File: config.mk
export PLATFORM = sky130hd
export DESIGN_NAME = challenge_expand
export DESIGN_NICKNAME = d
export VERILOG_FILES = /design/src/rtl/challenge_expand.sv
export SDC_FILE = /design/constraint.sdc
export NUM_CORES = 1
export LEC_CHECK = 0
export CORE_ASPECT_RATIO = 0.5
export CORE_MARGIN = 2
export CORE_UTILIZATION = 50
export CTS_BUF_LIST = sky130_fd_sc_hd__clkbuf_8
export DETAILED_ROUTE_END_ITERATION = 12
export PLACE_DENSITY = 0.83
export SYNTH_ARGS = -nofsm -noshare
export SYNTH_HDL_FRONTEND = slang
export SYNTH_SLANG_ARGS = --single-unit
File: constraint.sdc
create_clock -name clk -period 5.7 [get_ports clk]
set_input_delay 1.14 -clock clk [delete_from_list [all_inputs] [get_ports clk]]
set_output_delay 1.14 -clock clk [all_outputs]
set_load 0.02 [all_outputs]
File: src/rtl/challenge_expand.sv
// challenge_expand
// Expands the 256-bit challenge hash h_t into the opened-round list lc and
// the unopened-party list lp. The sampler is bit-serial and reads chunks from
// the MSB end of the hash:
//   - CHAL consumes CB-bit chunks and keeps the first TAU distinct values.
//   - PART consumes TAU PB-bit chunks with no duplicate check.
// If the hash runs out before both lists are full, the run ends with
// expand_err set. lc and lp keep whatever was filled; unfilled entries read 0.
//
// Optional build macro CHALLENGE_SORT_EN:
//   Adds a SORT state between CHAL and PART. SORT runs TAU odd/even
//   compare-swap passes so that lc leaves in ascending order. When the macro
//   is undefined, lc is in acceptance order.
//
// Ports:
//   clk          rising-edge clock
//   reset        synchronous, active-high; dominates everything
//   expand_start level request; sampled only in IDLE
//   h_t_i        challenge hash; held stable while expand_start is high
//   lc           {LC[0],..,LC[TAU-1]}, LC[0] in MSBs, 5 bits per entry
//   lp           {LP[0],..,LP[TAU-1]}, same packing
//   expand_end   result valid; held until expand_start drops
//   expand_err   hash exhausted before the lists were filled
//
// state | meaning
// IDLE  | waiting for expand_start with no result pending
// CHAL  | sampling distinct round indices into lc
// SORT  | odd/even transposition passes on lc (CHALLENGE_SORT_EN only)
// PART  | sampling party indices into lp
// DONE  | result (or error) held until expand_start drops
module challenge_expand #(
   parameter int M      = 8,
   parameter int TAU    = 4,
   parameter int NPARTY = 16,
   parameter int HASH_W = 256
) (
   input  logic                clk,
   input  logic                reset,
   input  logic                expand_start,
   input  logic [HASH_W-1:0]   h_t_i,
   output logic [TAU*5-1:0]    lc,
   output logic [TAU*5-1:0]    lp,
   output logic                expand_end,
   output logic                expand_err
);

   localparam int CB    = $clog2(M);
   localparam int PB    = $clog2(NPARTY);
   localparam int PTR_W = $clog2(HASH_W + 1);
   localparam int CNT_W = $clog2(TAU + 1);
   localparam int HB    = $clog2(HASH_W);

   typedef enum logic [2:0] {
      S_IDLE,
      S_CHAL,
`ifdef CHALLENGE_SORT_EN
      S_SORT,
`endif
      S_PART,
      S_DONE
   } state_t;

   state_t                   state_q, state_d;
   logic [PTR_W-1:0]         ptr_q, ptr_d;
   logic [CNT_W-1:0]         cnt_q, cnt_d;
   logic [TAU-1:0][CB-1:0]   lc_q, lc_d;
   logic [TAU-1:0][PB-1:0]   lp_q, lp_d;
   logic                     end_q, end_d;
   logic                     err_q, err_d;

   logic [HB-1:0]            base;
   logic [CB-1:0]            chal_chunk;
   logic [PB-1:0]            part_chunk;
   logic                     dup;

   // The base is only meaningful while the next chunk still fits inside the
   // hash; the exhaustion check keeps the out-of-range case from being used.
   assign base       = HB'(HASH_W - 1) - HB'(ptr_q);
   assign chal_chunk = h_t_i[base -: CB];
   assign part_chunk = h_t_i[base -: PB];

   always_comb begin
      dup = 1'b0;
      for (int i = 0; i < TAU; i++) begin
         if ((CNT_W'(i) < cnt_q) && (lc_q[i] == chal_chunk)) dup = 1'b1;
      end
   end

   always_comb begin
      state_d = state_q;
      ptr_d   = ptr_q;
      cnt_d   = cnt_q;
      lc_d    = lc_q;
      lp_d    = lp_q;
      end_d   = end_q;
      err_d   = err_q;
      case (state_q)
         S_IDLE: begin
            if (expand_start && !end_q && !err_q) begin
               ptr_d   = '0;
               cnt_d   = '0;
               lc_d    = '0;
               lp_d    = '0;
               state_d = S_CHAL;
            end
         end
         S_CHAL: begin
            if (int'(ptr_q) + CB > HASH_W) begin
               err_d   = 1'b1;
               state_d = S_DONE;
            end else begin
               ptr_d = ptr_q + PTR_W'(CB);
               if (!dup) begin
                  for (int i = 0; i < TAU; i++) begin
                     if (CNT_W'(i) == cnt_q) lc_d[i] = chal_chunk;
                  end
                  cnt_d = cnt_q + 1'b1;
                  if (cnt_q == CNT_W'(TAU - 1)) begin
                     cnt_d = '0;
`ifdef CHALLENGE_SORT_EN
                     state_d = S_SORT;
`else
                     state_d = S_PART;
`endif
                  end
               end
            end
         end
`ifdef CHALLENGE_SORT_EN
         S_SORT: begin
            // cnt_q doubles as the pass index; its LSB picks even or odd pairs.
            for (int i = 0; i < TAU - 1; i++) begin
               if (((i % 2) == int'(cnt_q[0])) && (lc_q[i] > lc_q[i+1])) begin
                  lc_d[i]   = lc_q[i+1];
                  lc_d[i+1] = lc_q[i];
               end
            end
            cnt_d = cnt_q + 1'b1;
            if (cnt_q == CNT_W'(TAU - 1)) begin
               cnt_d   = '0;
               state_d = S_PART;
            end
         end
`endif
         S_PART: begin
            if (int'(ptr_q) + PB > HASH_W) begin
               err_d   = 1'b1;
               state_d = S_DONE;
            end else begin
               ptr_d = ptr_q + PTR_W'(PB);
               for (int i = 0; i < TAU; i++) begin
                  if (CNT_W'(i) == cnt_q) lp_d[i] = part_chunk;
               end
               cnt_d = cnt_q + 1'b1;
               if (cnt_q == CNT_W'(TAU - 1)) state_d = S_DONE;
            end
         end
         S_DONE: begin
            // A clean finish always raises end for at least one cycle, even
            // if start already dropped mid-run.
            if (!end_q && !err_q) begin
               end_d = 1'b1;
            end else if (!expand_start) begin
               end_d   = 1'b0;
               err_d   = 1'b0;
               state_d = S_IDLE;
            end
         end
         default: state_d = S_IDLE;
      endcase
   end

   always_ff @(posedge clk) begin
      if (reset) begin
         state_q <= S_IDLE;
         ptr_q   <= '0;
         cnt_q   <= '0;
         lc_q    <= '0;
         lp_q    <= '0;
         end_q   <= 1'b0;
         err_q   <= 1'b0;
      end else begin
         state_q <= state_d;
         ptr_q   <= ptr_d;
         cnt_q   <= cnt_d;
         lc_q    <= lc_d;
         lp_q    <= lp_d;
         end_q   <= end_d;
         err_q   <= err_d;
      end
   end

   always_comb begin
      lc = '0;
      lp = '0;
      for (int i = 0; i < TAU; i++) begin
         lc[(TAU-1-i)*5 +: 5] = 5'(lc_q[i]);
         lp[(TAU-1-i)*5 +: 5] = 5'(lp_q[i]);
      end
   end

   assign expand_end = end_q;
   assign expand_err = err_q;

endmodule

After elaboration in Yosys (flattened, before gate mapping)

Cells that the tools add are included.

$add $sub $neg: 6
Magnitude comparators: 6
Equal/unequal tests: 31
Shift operators: 2
Mux-type cells: 44
Reductions and logical operators: 28

Operators by type and width:

| kind                   | number |
|---|---|
| $shiftx A259 B9 Y4     | 1 |
| $shiftx A258 B9 Y3     | 1 |
| $mux W3                | 17 |
| $mux W12               | 3 |
| $mux W16               | 2 |
| $ne A2 B2 Y1 const B   | 16 |
| $pmux W16 S2           | 1 |
| $reduce_and A5 Y1      | 6 |
| $mux W9                | 3 |
| $pmux W9 S3            | 1 |
| $pmux W12 S2           | 1 |
| $gt A10 B9 Y1 const B  | 2 |
| $reduce_and A4 Y1      | 5 |
| $mux W4                | 4 |
| $eq A3 B3 Y1           | 4 |
| $pmux W3 S4            | 1 |
| $add A9 B2 Y10 const B | 1 |
| $add A9 B3 Y10 const B | 1 |
| $add A9 B2 Y9 const B  | 1 |
| $add A9 B3 Y9 const B  | 1 |
| $eq A3 B2 Y1 const B   | 3 |
| $mux W1                | 9 |
| $ne A3 B3 Y1 const B   | 3 |
| $pmux W3 S3            | 1 |
| other kinds (16)       | 29 |

Register bits: 45
Bits of input ports: 259
Output and inout bits: 42

Depth between registers and ports, before layout

Gate-level depths: netlist of the first run.

Depth after elaboration: 11
Depth in mapped cells: 19
Mapped depth without buffers: 13

Worst setup path after synthesis of the first run

No wires, ideal clock.

Path type: input to register
Start: in h_t_i[244]
End: reg cnt_q[0]
Setup time: 123 ps
Arrival time: 3907 ps
Slack: 1669 ps
Cell stages on the path: 10
Path buffers: 0
Cell sequence: mux4_2 > mux4_2 > a2111oi_2 > nor3_1 > o22ai_4 > xnor2_1 > a2111oi_4 > nor3_1 > a21oi_2 > mux2_1

Cells in the longest elaborated chain, start to end: 9

RTL lines:

| what                          | RTL line | source |
|---|---|---|
| start: declaration            | 40       | `input logic [HASH_W-1:0] h_t_i,` |
| $shiftx A258 B9 Y3 *          | 79       | `assign chal_chunk = h_t_i[base -: CB];` |
| $eq A3 B3 Y1                  | 85       | `if ((CNT_W'(i) < cnt_q) && (lc_q[i] == chal_chunk)) dup = 1'b1;` |
| $logic_and A1 B1 Y1           | 85       |  |
| $mux W1 (3 in series)         | 85       |  |
| $mux W1 *                     | 85       |  |
| $ne A2 B2 Y1 (no line) *      | -        |  |
| $reduce_and A5 Y1 (no line) * | -        |  |
| end signal: assignment        | 185      | `cnt_q <= cnt_d;` |
| end: declaration              | 65       | `logic [CNT_W-1:0] cnt_q, cnt_d;` |

Mark *: on every way between the ends. The rest lies on a longest branch, timed or not.
A chain may end at the register's enable or synchronous reset.

Final worst setup path of the first run

Start: reg ptr_q[0]
End: reg cnt_q[0]

Cells in the longest elaborated chain, start to end: 10

RTL lines:

| what                          | RTL line | source |
|---|---|---|
| start: declaration            | 64       | `logic [PTR_W-1:0] ptr_q, ptr_d;` |
| start signal: assignment      | 184      | `ptr_q <= ptr_d;` |
| $sub A8 B8 Y8                 | 78       | `assign base = HB'(HASH_W - 1) - HB'(ptr_q);` |
| $shiftx A258 B9 Y3            | 79       |  |
| $eq A3 B3 Y1                  | 85       |  |
| $logic_and A1 B1 Y1           | 85       |  |
| $mux W1 (4 in series)         | 85       |  |
| $ne A2 B2 Y1 (no line)        | -        |  |
| $reduce_and A5 Y1 (no line) * | -        |  |

Marked as above.

==> results.toml, run 1 <==
[pwr]
clkPwrFrac = 0.082
combPwrFrac = 0.753
sw_frac_of_total = 0.447
power.switching_mw = 1.09
p_leak_nw = 4.32
power_frac_seq = 0.166
ir_worst_vdd_mv = 0.215
powerDensity_nw_per_um2 = 179
internal_power_mw = 1.34

[final_layout]
num_antenna_cells = 0
seq_area_um2 = 893
final_nets = 1549
multi_input_area_um2 = 8970
fin_area_um2 = 13600
area_growth_syn_to_layout_pct = 28.0
nFillCells = 1647
layout-drive-gt1-share = 0.203

[worst_setup_path]
path_cells = "buf_4 > mux4_2 > mux4_2 > a2111oi_2 > nor3_1 > o22ai_4 > xnor2_1 > a2111oi_4 > nor3_1 > a21oi_2 > mux2_1"
worstPathMaxFanout = 52
critical-path-max-stage-delay_ps = 990
timing.critical_path.from_type = "register"
critPathKind = "register to register"
crit_family = "compound AO/OA/AOI/OAI gates"
required_ps = 5890
crit_slowest_cell = "dfxtp_4"
critPathArrivalTime_ps = 5140
path_buf_inv = 1
cp-end-kind = "register"

[cts]
cts-htree-levels = 2
cts_buffers = 5
ctsResizeCount = 0
clk_pin_slew_ps = 90
cts-root-buf = "clkbuf_8"
clockBufferDepth = 2
cts_tree = "done"
worstSkewPairLatency_ps = 300
cts.sinks = 44
cts_hold_buffers = 0
post_cts_buffers = 0

[global_routing]
grt_pass1_vias = 11020
grt-ovfl-total = 0
antenna_found_initial = 0
grt_pass1_wl_um = 62300
track_usage = 0.358
grt_max_degree = 79

[routing]
drc_errors = 0
vias = 11015
drtIter0Drc = 1640
ant_nets = 0
drt_first_pass_iters = 6
vias_per_cell = 7.10
totalWireLength_um = 41000
route.detailed.wl_per_inst_um = 26.4

[sta]
fin_crit_sh = 0.869
max_freq_mhz = 202
period_minus_slack_ps = 4950
tns_ps = 0
worstMarginPinSlew_ps = 1240
grt_setup_unrepaired = "false"
slew_viol_final = 0
setup_violations = 0
max_slew_margin = 0.172
fin_worst_skew_ps = 7.60
finalHoldViolations = 0

[yosys]
syn-mean-instance-area_um2 = 10.0
synthTopCellsByArea = "mux4_2, mux2i_1, dfxtp_1, nand2_1, a21oi_1"
synth-async-reset-ratio = 0
syn-cell-area_um2 = 10600
synth-edff-count = 0
yosysSeqAreaShare = 0.0831
synth_seq_cells = 44
synth.largest_area_cell = "mux4_2"
syn_inst = 1059
yosys_warnings = 0
synth_top_area_frac = 0.382
synth.distinct_cells = 79
ys.flop_type = "dfxtp_1"

[floorplan]
placementRows = 37
fp.dieArea_um2 = 22500
die-height_um = 107
io_pins = 301
start_util = 0.512
die_w_um = 210
core_area_um2 = 20700

[place]
io_buffers = 288
place_area_um2 = 13500
dp_hpwl_um = 32300
gp_congestion = 1.01

[hold_path]
holdCritPathClass = "register to register"

[run_status]
status = "complete, no violations"

[job]
max-cap-violations = 0
==> power groups by stage <==
stage / registers, mW / clock network (mW) / logic (mW)
after floorplan: 0.375 / 0 / 1.30
after global placement: 0.406 / 0 / 1.77
after detailed placement: 0.409 / 0 / 1.79
after CTS: 0.403 / 0.201 / 1.80
after global routing: 0.411 / 0.215 / 1.94
final: 0.404 / 0.198 / 1.83
==> flip-flops by register name, summed over array words and instances, names as in the netlist <==
signal	count
ptr_q	9
cnt_q	3
lc	12
expand_err	1
lp	16
state_q	2
expand_end	1
==> placed cells by master, fill, tap and decap left out, types with 18 or more instances in the layout <==
cell	synthesis	layout
nor3_1	18	18
a211oi_1	20	20
nor2b_1	23	23
nor2_1	66	66
a21oi_1	50	50
o22ai_1	18	18
nand2b_1	21	21
clkdlybuf4s50_1	0	288
nand3_1	25	25
o21ai_0	20	20
mux2i_1	137	137
mux4_2	180	180
nand2_1	100	100
dfxtp_1	44	40
a22oi_1	31	31
buf_4	22	33
==> cells in the mapped netlist, drive strengths merged, types with 3 or more instances <==
| cell type | n |
|---|---|
| a2111oi | 7 |
| a211oi | 21 |
| a21o | 3 |
| a21oi | 51 |
| a221oi | 10 |
| a22o | 5 |
| a22oi | 31 |
| a311oi | 5 |
| a31oi | 4 |
| a32oi | 3 |
| and2 | 14 |
| and3 | 3 |
| buf | 85 |
| clkbuf | 40 |
| dfxtp | 44 |
| ha | 12 |
| inv | 11 |
| mux2 | 19 |
| mux2i | 137 |
| mux4 | 180 |
| nand2 | 100 |
| nand2b | 21 |
| nand3 | 25 |
| nand3b | 3 |
| nor2 | 66 |
| nor2b | 23 |
| nor3 | 19 |
| nor4 | 14 |
| o2111ai | 4 |
| o211ai | 4 |
| o21ai | 23 |
| o221ai | 3 |
| o22ai | 19 |
| o31a | 3 |
| o31ai | 4 |
| or2 | 4 |
| xnor2 | 5 |
| xor2 | 7 |
==> per-layer routing <==
layer	GRT usage	share of wire	vias up
met5	0	0	-
met4	0.103	0.028	0
met3	0.0999	0.13	118
met2	0.613	0.48	804
met1	0.444	0.36	5397
li1	-	-	4696
==> final timing paths <==
kind / endpoint / depth (start not counted) / from / slack, ps
min: lc[12]$_SDFFE_PP0P_ / 2 / lc[12]$_SDFFE_PP0P_ / 500
max reg2reg: cnt_q[0]$_SDFFE_PP0P_ / 11 / ptr_q[0]$_SDFFE_PP0P_ / 750
max: cnt_q[0]$_SDFFE_PP0P_ / 11 / ptr_q[0]$_SDFFE_PP0P_ / 750
min reg2reg: lc[12]$_SDFFE_PP0P_ / 2 / lc[12]$_SDFFE_PP0P_ / 500
==> final cells by class <==
type,instances,share of cell area
inverters,12,0.00332
clock inverters,3,0.00138
well taps,273,0.0252
repair buffers,326,0.238
flip-flops and latches,44,0.0658
multi-input cells,889,0.661
clock buffers,5,0.00507
==> per-stage QoR <==
stage                util  total power [mW]  hold WS (ps)  setup slack [ps]  instances
finish              0.656              2.43           505               746       1552
global route        0.656              2.57           521               466       1552
CTS                 0.656              2.40           504               802       1552
detailed placement  0.652              2.20           490               639       1544
global placement    0.652              2.17           480               726       1544
floorplan               -              1.67           486              1670       1070
==> worst register-to-register path: cells and delay by family, from the launching register on <==
family | cells | cell delay [ps]
simple gates | 2 | 350
mux | 3 | 1400
flops | 1 | 990
buf+inv | 1 | 450
compound gates | 4 | 1460
xor+xnor | 1 | 190
==> kinds of logic (layout without fill, tap and decap cells) <==
logic type / Yosys count / in the layout / synth area share
mux: 336 / 336 / 0.532
compound gates: 218 / 218 / 0.148
fa+ha+maj: 12 / 12 / 0.0142
flops: 44 / 44 / 0.0831
buf+inv: 137 / 346 / 0.0744
other cells: 1 / 12 / 0.000354
simple gates: 299 / 299 / 0.138
xor+xnor: 12 / 12 / 0.00991
(Power assumes the default switching activity.)
==> inputs of run 2 (changes only) <==
--- a/config.mk
+++ b/config.mk
@@ -10,7 +10,7 @@
 export CORE_UTILIZATION = 50
 export CTS_BUF_LIST = sky130_fd_sc_hd__clkbuf_8
 export DETAILED_ROUTE_END_ITERATION = 12
-export PLACE_DENSITY = 0.83
+export PLACE_DENSITY = 0.94
 export SYNTH_ARGS = -nofsm -noshare
 export SYNTH_HDL_FRONTEND = slang
 export SYNTH_SLANG_ARGS = --single-unit
==> run 2 against run 1 <==
Critical path depth rose by 1. Core utilization is essentially flat. Sequential cell count stayed put. Register-to-register slack got worse by 90 ps. Wire length shrank 3.4%. Clock power grew 29%. Count of clock-buffer cells in the layout stayed put. Critical path type unchanged. Largest cell class unchanged.
==> results.toml, run 2 (synthesis results as in run 1) <==
[routing]
drtIter0Drc = 1390
totalWireLength_um = 39600
vias = 11030
ant_nets = 0
vias_per_cell = 7.13
drt_first_pass_iters = 6
drc_errors = 0
route.detailed.wl_per_inst_um = 25.6

[final_layout]
final_cell_mix = "clkdlybuf4s50_1, mux4_2, mux2i_1"
nFillCells = 1605
utilization = 0.656
seq_area_um2 = 893
layout-drive-gt1-share = 0.198
final_nets = 1541
largest_register_ffs = 16
final_cells = 1546
mostFrequentLayoutCell = "clkdlybuf4s50_1"
area_growth_syn_to_layout_pct = 28.0
multi_input_area_um2 = 8970

[sta]
whs_ps = 506
fin_crit_sh = 0.886
finalHoldViolations = 0
setup_violations = 0
fin_worst_skew_ps = 5.66
period_minus_slack_ps = 5050
worstMarginPinSlew_ps = 1370
tns_ps = 0
max_freq_mhz = 198
max_slew_margin = 0.0822
grt_setup_unrepaired = "false"
slew_viol_final = 0

[floorplan]
die-height_um = 107
io_pins = 301
start_util = 0.512
die_w_um = 210
core_area_um2 = 20700
placementRows = 37
fp.dieArea_um2 = 22500

[global_routing]
track_usage = 0.346
grt_pass1_vias = 11164
grt-ovfl-total = 0
antenna_found_initial = 1
grt_max_degree = 93
grt_pass1_wl_um = 61100

[pwr]
power_mw = 2.48
ir_worst_vdd_mv = 0.222
powerDensity_nw_per_um2 = 183
p_leak_nw = 4.30

[cts]
cts-root-buf = "clkbuf_8"
worstSkewPairLatency_ps = 300
cts_buffers = 5
cts_tree = "done"
ctsResizeCount = 0
cts-htree-levels = 2
clk_pin_slew_ps = 90
cts.sinks = 44
clockBufferDepth = 2
cts_hold_buffers = 0
post_cts_buffers = 0

[place]
dp_hpwl_um = 30800
io_buffers = 288
gp_congestion = 0.974
placedCellCount = 1536

[worst_setup_path]
critPathArrivalTime_ps = 5240
timing.critical_path.from_type = "register"
worstPathMaxFanout = 53
cp-end-kind = "register"
critPathKind = "register to register"
required_ps = 5890

[hold_path]
holdCritPathClass = "register to register"

[job]
max-cap-violations = 0

[run_status]
status = "complete, no violations"
## run 2: cell count changes in the layout (fill, tap and decap cells not counted), sizes merged
| cell | before | now |
|---|---|---|
| bufinv | 0 | 1 |
| clkinv | 2 | 1 |
| diode | 0 | 2 |
| buf | 38 | 30 |
## run 2: critical path: stages, from the launching register on
cell,delay (ps)
dfxtp_4,1020
buf_4,520
mux2i_1,180
mux4_2,490
nand2_1,80
a21oi_1,70
nor4_1,630
o32a_1,550
xor2_1,140
nor4_1,500
nor3_1,150
a21oi_2,210
mux2_1,330
## run 2: layer usage
layer	track usage	wire length, um	up-vias	share of wire
met5	0	0	-	0
met4	0.159	1860	0	0.047
met3	0.0855	4900	161	0.12
met2	0.585	18900	881	0.48
met1	0.422	14000	5308	0.35
li1	-	-	4680	-
## run 2: cell type report
type | count | area share
clock inverter | 3 | 0.00369
inverter | 12 | 0.00332
multi-input combinational | 889 | 0.661
timing repair buffer | 318 | 0.235
clock buffer | 5 | 0.00507
antenna | 2 | 0.000369
tap | 273 | 0.0252
sequential | 44 | 0.0658
## run 2: report_power, final
group	switching (mW)	internal, mW
Sequential	0.0706	0.333
Combinational	0.901	0.920
Clock	0.120	0.135
Total	1.09	1.39
## run 2: worst paths after layout
path	end	depth (start not counted)	startpoint	slack (ps)
worst max-delay path	cnt_q[0]$_SDFFE_PP0P_	12	ptr_q[0]$_SDFFE_PP0P_	650
worst min-delay path	lc[1]$_SDFFE_PP0P_	2	lc[1]$_SDFFE_PP0P_	510
worst max register to register	cnt_q[0]$_SDFFE_PP0P_	12	ptr_q[0]$_SDFFE_PP0P_	650
worst min register to register	lc[1]$_SDFFE_PP0P_	2	lc[1]$_SDFFE_PP0P_	510
## run 2: per-stage QoR
stage                     setup WS, ps  area, um2
final                              652      13600
after global routing               359      13600
after CTS                          797      13600
after detailed placement           747      13400
after global placement             827      13400
after floorplan                   1670      10600
==> inputs of run 3 (changes only) <==
--- a/config.mk
+++ b/config.mk
@@ -5,12 +5,15 @@
 export SDC_FILE = /design/constraint.sdc
 export NUM_CORES = 1
 export LEC_CHECK = 0
+export ABC_AREA = 1
+export ABC_CLOCK_PERIOD_IN_PS = 5700
 export CORE_ASPECT_RATIO = 0.5
 export CORE_MARGIN = 2
 export CORE_UTILIZATION = 50
 export CTS_BUF_LIST = sky130_fd_sc_hd__clkbuf_8
 export DETAILED_ROUTE_END_ITERATION = 12
 export PLACE_DENSITY = 0.94
+export SLEW_MARGIN = 40
 export SYNTH_ARGS = -nofsm -noshare
 export SYNTH_HDL_FRONTEND = slang
 export SYNTH_SLANG_ARGS = --single-unit
==> run 3 against run 2 <==
Sequential share of layout area about the same. Global-route usage increased by 2.0 points. Power increased to 2.8 times the previous value. Count of clock-buffer cells in the layout is the same. Combinational power grew to 3.4 times the previous value. Largest cell class unchanged. Sequential power increased by 44%. Critical endpoint is now lc[11]$_SDFFE_PP0P_. Non-clock buffer count fell by 5. Final area decreased by 0.55%. Synthesized cell count is 110% higher. Register-to-register slack better by 540 ps.
==> results.toml, run 3 <==
[pwr]
powerDensity_nw_per_um2 = 522
ir_worst_vdd_mv = 0.405
p_leak_nw = 6.51

[yosys]
yosysMostFrequentCell = "nand2_1"
synthTopCellsByArea = "nand2_1, nand3_1, dfxtp_1, a21oi_1, nor2_1"
syn-cell-area_um2 = 10700
yosys_warnings = 0
ys.flop_type = "dfxtp_1"
syn-mean-instance-area_um2 = 4.80
synth-edff-count = 0
syn_inst = 2236
synth_top_area_frac = 0.354
synth.distinct_cells = 48
synth-async-reset-ratio = 0
synth.largest_area_cell = "nand2_1"
synth_seq_cells = 44
ys_top_cells_by_count = "nand2_1, nand3_1, nor2_1"
yosysSeqAreaShare = 0.0820

[routing]
vias = 15515
vias_per_cell = 5.80
m1WireLength_um = 17000
top_layer = "met4"
route.detailed.wl_per_inst_um = 16.2
totalWireLength_um = 43300
drc_errors = 0
ant_nets = 0
drtIter0Drc = 2238
wl_met3_um = 4930
dr_wl_met2_um = 19500
drt_first_pass_iters = 7

[cts]
clk_pin_slew_ps = 100
cts_buffers = 5
clockBufferDepth = 2
ctsResizeCount = 0
cts_tree = "done"
worstSkewPairLatency_ps = 310
cts_hold_buffers = 0
cts-root-buf = "clkbuf_8"
cts.sinks = 44
cts-htree-levels = 2
post_cts_buffers = 0

[floorplan]
fp.dieArea_um2 = 22700
core_area_um2 = 20800
start_util = 0.517
io_pins = 301
placementRows = 37
die-height_um = 108
die_w_um = 211

[final_layout]
largest_register_ffs = 16
mostFrequentLayoutCell = "nand2_1"
layout-drive-gt1-share = 0.0321
fin_area_um2 = 13500
final_cell_mix = "nand2_1, nand3_1, clkdlybuf4s50_1"
area_growth_syn_to_layout_pct = 25.7
final_nets = 2670

[sta]
max_freq_mhz = 222
fin_crit_sh = 0.790
worstMarginPinSlew_ps = 836
period_minus_slack_ps = 4510
finalHoldViolations = 0
slew_viol_final = 0
tns_ps = 0
setup_violations = 0
grt_setup_unrepaired = "false"
fin_worst_skew_ps = 9.37
max_slew_margin = 0.442

[worst_setup_path]
critPathArrivalTime_ps = 4750
timing.critical_path.from_type = "register"
required_ps = 5950
worstPathMaxFanout = 52
critPathKind = "register to register"
cp-end-kind = "register"

[place]
gp_congestion = 1.05
dp_hpwl_um = 32500
place_area_um2 = 13400
io_buffers = 288

[global_routing]
grt_pass1_wl_um = 67900
grt_max_degree = 159
grt-ovfl-total = 0
track_usage = 0.366
grt_pass1_vias = 13815
antenna_found_initial = 1

[run_status]
status = "complete, no violations"

[hold_path]
holdCritPathClass = "register to register"

[job]
max-cap-violations = 0
-- run 3: layer usage --
metal  up-vias  global-route usage
met5         -                   0
met4         0               0.159
met3       172              0.0551
met2       956               0.609
met1      6837               0.471
li1       7550                   -
-- run 3: logic make-up after synthesis --
| kind of cell | share of synthesized area |
|---|---|
| muxes | 0.000932 |
| and+or+nand+nor | 0.591 |
| AOI/OAI and AO/OA | 0.176 |
| DFF | 0.0820 |
| other | 0.000349 |
| xor gates and xnor gates | 0.00979 |
| adders and majority gates | 0.0140 |
| buffers and inverters | 0.126 |
-- run 3: final timing paths --
path / from / to / slack (ps) / cells after the start
hold reg to reg: expand_end$_SDFFE_PP0P_ / expand_end$_SDFFE_PP0P_ / 500 / 2
setup reg to reg: ptr_q[1]$_SDFFE_PP0P_ / lc[11]$_SDFFE_PP0P_ / 1190 / 23
hold / removal: expand_end$_SDFFE_PP0P_ / expand_end$_SDFFE_PP0P_ / 500 / 2
setup / recovery: ptr_q[1]$_SDFFE_PP0P_ / lc[11]$_SDFFE_PP0P_ / 1190 / 23
-- run 3: area by class of cell --
type                            instances  area [um2]
Tap cell                              273         342
Antenna cell                            1        2.50
Clock buffer                            5        68.8
Clock inverter                          3        45.0
Multi-Input combinational cell       1906        8540
Inverter                              129         494
Sequential cell                        44         888
Timing Repair Buffer                  313        3120
Fill cell                            2097        7290
-- run 3: stage by stage --
stage	utilization	setup WS [ps]	total power, mW	hold WS, ps	cells
2_1_floorplan	-	2560	5.10	473	2247
3_3_place_gp	0.642	1550	6.46	481	2664
3_5_place_dp	0.644	1520	6.54	486	2665
4_1_cts	0.649	1520	6.83	505	2673
5_1_grt	0.649	856	7.69	537	2673
6_report	0.649	1190	7.04	501	2674
-- run 3: worst max-delay path, stage by stage (launching register included) --
cell,delay (ps)
dfxtp_4,760
inv_4,250
nand2_2,140
clkinv_2,540
buf_4,480
nand2_1,110
nand2_1,50
nor2_1,110
nand2_1,110
nand3_1,140
nand2_1,70
nand3_1,100
nand3_2,170
nand2_2,130
inv_2,70
nor2_1,90
nor2_1,50
nand2_1,50
nand2_1,110
o21ai_4,390
nand3_1,210
nand2_1,100
inv_1,40
nor2_1,110
-- run 3: where the power goes --
part / internal [mW] / switching [mW] / total (mW)
registers: 0.416 / 0.167 / 0.582
clock network: 0.133 / 0.122 / 0.254
logic: 2.06 / 4.15 / 6.20
